==> config.mk <==
export PLATFORM = sky130hd
export DESIGN_NAME = pc_unit
export DESIGN_NICKNAME = d
export VERILOG_FILES = /design/src/rtl/pc_unit.sv
export SDC_FILE = /design/constraint.sdc
export NUM_CORES = 1
export LEC_CHECK = 0
export BUFFER_PORTS_ARGS = -buffer_cell sky130_fd_sc_hd__buf_2
export CELL_PAD_IN_SITES_DETAIL_PLACEMENT = 0
export CELL_PAD_IN_SITES_GLOBAL_PLACEMENT = 1
export CORE_MARGIN = 5
export CORE_UTILIZATION = 38
export CTS_CLUSTER_DIAMETER = 200
export DETAILED_ROUTE_END_ITERATION = 10
export MAX_ROUTING_LAYER = met4
export PLACE_DENSITY = 0.85
export SYNTH_ARGS = -nofsm -noshare
export SYNTH_HDL_FRONTEND = slang
export SYNTH_SLANG_ARGS = --single-unit
==> constraint.sdc <==
create_clock -name clk -period 2.6 [get_ports clk]
set_input_delay 0.26 -clock clk [delete_from_list [all_inputs] [get_ports clk]]
set_output_delay 0.26 -clock clk [all_outputs]
set_load 0.05 [all_outputs]
==> src/rtl/pc_unit.sv <==
// Program counter with next-PC select and return-address stack.
// Define PC_RAS_EN for the full RAS; otherwise a single link register is used.
module pc_unit #(
  parameter int ADDR_W = 32,
  parameter int RAS_DEPTH = 8,
  parameter logic [ADDR_W-1:0] RESET_PC = '0
) (
  input  logic              clk,
  input  logic              rst_n,
  input  logic              pc_write,
  input  logic [1:0]        pc_src,
  input  logic              push_ret,
  input  logic [ADDR_W-1:0] jump_target,
  input  logic [ADDR_W-1:0] branch_target,
  output logic [ADDR_W-1:0] pc,
  output logic [ADDR_W-1:0] pc_plus4,
  output logic              ras_empty,
  output logic              ras_full,
  output logic              ras_ovf,
  output logic              ras_udf
);

  logic [ADDR_W-1:0] pc_q;
  logic [ADDR_W-1:0] tgt;
  logic [ADDR_W-1:0] top_val;
  logic              hold;
  logic              sel_seq;
  logic              sel_jmp;
  logic              sel_br;
  logic              sel_ret;

  assign pc       = pc_q;
  assign pc_plus4 = pc_q + ADDR_W'(4);

  assign sel_seq = (pc_src == 2'b00);
  assign sel_jmp = (pc_src == 2'b01);
  assign sel_br  = (pc_src == 2'b10);
  assign sel_ret = (pc_src == 2'b11);

  // pc_src is only decoded under pc_write so an idle X is harmless
  always_comb begin
    tgt = pc_plus4;
    if (pc_write) begin
      unique case (1'b1)
        sel_seq: tgt = pc_plus4;
        sel_jmp: tgt = jump_target;
        sel_br:  tgt = branch_target;
        sel_ret: tgt = top_val;
        default: tgt = pc_plus4;
      endcase
    end
  end

  always_ff @(posedge clk or negedge rst_n) begin
    if (!rst_n) begin
      pc_q <= RESET_PC;
    end else if (pc_write && !hold) begin
      pc_q <= {tgt[ADDR_W-1:2], 2'b00};
    end
  end

`ifdef PC_RAS_EN
  localparam int IW = $clog2(RAS_DEPTH);
  localparam int PW = IW + 1;

  logic [ADDR_W-1:0] ras [RAS_DEPTH];
  logic [PW-1:0]     cnt_q;
  logic [PW-1:0]     cnt_d;
  logic              ovf_q;
  logic              ovf_d;
  logic              udf_q;
  logic              udf_d;
  logic              we;
  logic [IW-1:0]     widx;
  logic [IW-1:0]     top;

  assign top       = IW'(cnt_q - PW'(1));
  assign top_val   = ras[top];
  assign ras_empty = (cnt_q == '0);
  assign ras_full  = (cnt_q == PW'(RAS_DEPTH));
  assign ras_ovf   = ovf_q;
  assign ras_udf   = udf_q;

  always_comb begin
    cnt_d = cnt_q;
    ovf_d = ovf_q;
    udf_d = udf_q;
    we    = 1'b0;
    widx  = cnt_q[IW-1:0];
    hold  = 1'b0;
    if (pc_write) begin
      if (sel_ret) begin
        if (ras_empty) begin
          hold  = 1'b1;
          udf_d = 1'b1;
          if (push_ret) begin
            we    = 1'b1;
            widx  = '0;
            cnt_d = PW'(1);
          end
        end else if (push_ret) begin
          // pop-with-push: swap the top slot in place
          we   = 1'b1;
          widx = top;
        end else begin
          cnt_d = cnt_q - PW'(1);
        end
      end else if (push_ret) begin
        if (ras_full) begin
          ovf_d = 1'b1;
        end else begin
          we    = 1'b1;
          cnt_d = cnt_q + PW'(1);
        end
      end
    end
  end

  always_ff @(posedge clk or negedge rst_n) begin
    if (!rst_n) begin
      cnt_q <= '0;
      ovf_q <= 1'b0;
      udf_q <= 1'b0;
      for (int i = 0; i < RAS_DEPTH; i++) begin
        ras[i] <= '0;
      end
    end else begin
      cnt_q <= cnt_d;
      ovf_q <= ovf_d;
      udf_q <= udf_d;
      if (we) begin
        ras[widx] <= pc_plus4;
      end
    end
  end
`else
  logic [ADDR_W-1:0] link_q;

  assign top_val   = link_q;
  assign hold      = 1'b0;
  assign ras_empty = 1'b0;
  assign ras_full  = 1'b0;
  assign ras_ovf   = 1'b0;
  assign ras_udf   = 1'b0;

  always_ff @(posedge clk or negedge rst_n) begin
    if (!rst_n) begin
      link_q <= '0;
    end else if (pc_write && push_ret) begin
      link_q <= pc_plus4;
    end
  end
`endif

endmodule

# After elaboration in Yosys (flattened, before gate mapping)
# Index checks and enable logic that the tools add are counted.
classes:
  add_sub_neg: 1
  n_mux: 1
  eq_ne: 3
  reduce_logical: 1
ops:
  columns: ["operator", "count"]
  rows:
  - ["one-hot mux 32 bit (3 select lines)", 1]
  - ["adder 32 x 3 -> 32 bit, second input constant", 1]
  - ["== test 2 bit, second input constant", 2]
  - ["== test 2 x 1 -> 1 bit, second input constant", 1]
  - ["logical AND 1 bit", 1]
word_totals:
  word_cells: 8
  regBits: 62

# Depth between registers and ports, before layout
depth:
  word_depth: 2
  ltp_mapped: 7
  depth_no_buf: 5

# Least setup slack after synthesis
# No wires, ideal clock.
synth_timing:
  kind: "register to output"
  startpoint: "register pc_q[2], in the netlist pc[2]"
  endpoint: "output pc_plus4[30]"
  t_arrival_ps: 2955
  required_ps: 2340
  path_stages_with_launch: 7
  slack_ps: -615
  path_cell_list: "dfrtp_1 -> ha_1 -> nand4_1 -> nor4_2 -> clkbuf_1 -> nand2_1 -> xnor2_1"
synth_via:
  elab_chain_cells: 1
synth_lines:
  columns: ["element", "line", "source"]
  rows:
  - ["start, declared", "23", "logic [ADDR_W-1:0] pc_q;"]
  - ["start signal, assigned", "58", "pc_q <= {tgt[ADDR_W-1:2], 2'b00};"]
  - ["adder 32 x 3 -> 32 bit", "33", "assign pc_plus4 = pc_q + ADDR_W'(4);"]
  - ["end, declared", "16", "output logic [ADDR_W-1:0] pc_plus4,"]
# No other way between the ends.

# Worst setup path after layout
layout_timing:
  startpoint: "register pc_q[3], in the netlist pc[3]"
  endpoint: "output pc_plus4[22]"
# The elaborated chain is that of the path after synthesis.

==> results.py <==
metrics = {
    "power_and_ir_drop": {
        "report.power.total_w": 0.00423,
        "pwr_density_cell_mw_per_mm2": 725,
        "max_rail_drop_vdd_v": 0.000565,
        "total_leakage_power_nw": 2.66,
    },
    "global_routing": {
        "global_route.usage.total_pct": 22.1,
        "antenna_found_initial": 2,
        "grt_overflow_total": 0,
        "grt_first_pass_wirelength_mm": 22.5,
        "grt_start_max_net_pins": 41,
        "grt_pass1_vias": 4362,
    },
    "route": {
        "routed-wl-met3_mm": 1.12,
        "via_per_inst": 5.65,
        "routed_wire_length_per_instance_um": 18.4,
        "met2RoutedLength_mm": 6.87,
        "m1WireLength_mm": 6.19,
        "drtAntennaViolNets": 0,
        "top_signal_layer_used": "met4",
        "detailedRoute.firstPassIterationCount": 5,
        "routed_wirelength_mm": 14.4,
        "drcViolationCount": 0,
        "drt-initial-drc-count": 289,
        "num_vias": 4416,
    },
    "worst_hold_path": {
        "hold_path.class": "in2reg",
    },
    "clock_tree": {
        "cts-buffers-inserted": 9,
        "clk_latency_ps": 350,
        "clock_path_buffers": 2,
        "clk_transition_reported_paths_ps": 70,
        "clock-sinks": 60,
        "clock_tree.htree_level_count": 3,
        "clock-root-buffer": "clkbuf_8",
        "tritoncts_clock_tree": "done",
    },
    "cells_and_area": {
        "layout-area-overhead-vs-synth_pct": 37.1,
        "design.final.nets": 706,
        "final_cell_area_sq_mm": 0.00583,
        "post-route-util_pct": 53.5,
        "post_route_cells_drive_above_1_share_pct": 43.9,
    },
    "worst_setup_path": {
        "worstSetupStartpointType": "flip-flop",
        "critPathCaptureType": "output pin",
        "critical_path_arrival_ps": 2290,
        "worstSetupPathType": "reg2out",
        "worst-path-max-fanout": 7,
        "required_ps": 2340,
    },
    "synth": {
        "synth_top_family_by_area": "simple AND/OR/NAND/NOR gates",
        "post_synth_num_cell_types": 59,
        "synth.most_common_cell": "dfrtp_1",
        "fraction_of_the_yosys_area_taken_by_sequential_cells_pct": 35.3,
        "yosysWarnings": 0,
        "adder_cell_fraction_of_synth_area_pct": 0.294,
        "synth_area_per_cell_sq_um": 8.88,
        "post_synth_xor_area_fraction_pct": 3.50,
        "synth_commonest_cells": "dfrtp_1 (60), nand2_1 (50), nor2_1 (40)",
        "ys_ff_latch": 60,
        "synth_top_flop_cell": "dfrtp_1",
        "synth_top_cell_by_area": "dfrtp_1",
        "netlist.area_leader.share_pct": 35.3,
        "synth_compound_gate_area_share_pct": 18.9,
        "synth_enable_flop_cells": 0,
        "synth_area_sq_mm": 0.00425,
        "async_reset_ff_share_pct": 100,
        "post_synth_inst_count": 479,
        "yosys-mux-area-fraction_pct": 14.6,
        "synth_simple_gate_area_share_pct": 21.2,
        "yosys-top-cells-area": "dfrtp_1 (35%), mux2i_1 (6.4%), mux2_2 (5.0%)",
    },
    "die": {
        "chipWidth_um": 116,
        "die-area_sq_mm": 0.0134,
        "die_y_um": 116,
        "rows": 38,
        "initial_core_util_pct": 39.1,
        "core_region_area_sq_mm": 0.0109,
        "ioPinCount": 138,
    },
    "timing": {
        "timing_worst_slew_pin_value_ps": 798,
        "timing_hold_violations_final": 0,
        "achievable-frequency_mhz": 392,
        "timing.final.crit_period_ps": 2550,
        "worst_slack_ps": 49.3,
        "finalSetupViolations": 0,
        "slew_viol_final": 0,
        "finalClockSkew_ps": 11.0,
        "finalSetupTns_ps": 0,
        "finalCritPeriodShare_pct": 98.1,
        "timing.max_slew.rel_slack_pct": 46.7,
        "unrepaired_setup_endpoints_after_global_routing": "yes",
    },
    "place": {
        "detailedPlacementHpwl_mm": 10.1,
        "buffer_ports.inserted": 125,
        "gp_routability_congestion": 0.888,
        "place_ws_ps": 173,
        "post_dp_cell_area_sq_mm": 0.00528,
    },
    "job": {
        "drv.max_cap_violation_count": 0,
    },
    "status": {
        "run_status": "finished clean",
    },
}
worst max-delay path, stage by stage, from the launching register on:
cell     delay (ps)
dfrtp_2         440
ha_4            160
nand4_1         120
or4_4           590
or3_1           380
nand2_2          70
buf_4           190
where the power goes:
part	switching, W	leakage (nW)	internal (W)	total, W
registers	0.000208	0.691	0.00114	0.00135
logic	0.00136	1.87	0.000691	0.00206
clock network	0.000404	0.0982	0.000419	0.000824
through the flow:
| step | instances | hold WS (ps) |
|---|---|---|
| global placement | 739 | 362 |
| CTS | 772 | 282 |
| global route | 782 | 307 |
| finish | 782 | 278 |
| floorplan | 486 | -35.6 |
| detailed placement | 739 | 363 |
metal layers:
layer	track usage, %	vias to the layer above
met5	-	-
met4	6.73	0
met2	34.7	173
met3	5.07	23
li1	-	2087
met1	28.5	2133
cell families after synthesis:
group	Yosys count
XOR/XNOR	17
multiplexers	52
adder cells (fa/ha/maj)	1
flip-flops	60
buffers and inverters	59
AND/OR/NAND/NOR	179
other	1
AO/OA/AOI/OAI	110
sequential cells by signal, summed over array words and instances, names as in the netlist:
signal	cells
link_q	30
pc	30
cell usage in the layout (no fill, tap or decap), drive strengths merged, types with 7 or more instances in the layout:
cell type,count
nor2,40
nand4,10
xnor2,9
xor2,8
a21oi,13
conb,8
dfrtp,60
inv,7
nor4,10
or4,7
buf,188
or3,7
and3,8
nand2,50
nor3,16
mux2i,27
a2bb2oi,14
a31oi,13
clkbuf,12
mux2,19
nand3,17
o21ai,16
worst paths after layout:
kind | startpoint | to | slack, ps | depth (start not counted)
hold / removal | jump_target[9] | pc[9]$_DFFE_PN0P_ | 280 | 3
hold reg to reg | link_q[5]$_DFFE_PN0P_ | link_q[5]$_DFFE_PN0P_ | 470 | 2
setup / recovery | pc[3]$_DFFE_PN0P_ | pc_plus4[22] | 50 | 6
max in group asynchronous | rst_n | pc[17]$_DFFE_PN0P_ | 1420 | 3
setup reg to reg | pc[3]$_DFFE_PN0P_ | link_q[24]$_DFFE_PN0P_ | 590 | 9
min in group asynchronous | rst_n | link_q[17]$_DFFE_PN0P_ | 520 | 2
timing repair:
action | in CTS | in global routing
setup endpoints to repair | 15 | 14
buffers inserted | 16 | 8
pin swaps | 7 | 5
hold buffers | 1 | 0
hold endpoints to repair | 24 | 0
resized for setup | 22 | 24
area by class of cell:
| class | instances | area (sq um) |
|---|---|---|
| flip-flops and latches | 60 | 1520 |
| clock buffers | 12 | 165 |
| repair buffers | 189 | 1190 |
| well taps | 140 | 175 |
| diodes | 2 | 5.00 |
| multi-input cells | 367 | 2720 |
| clock inverters | 4 | 22.5 |
| inverters | 8 | 30.0 |
| fillers | 1012 | 5060 |
Power figures use the tool's default switching activity.
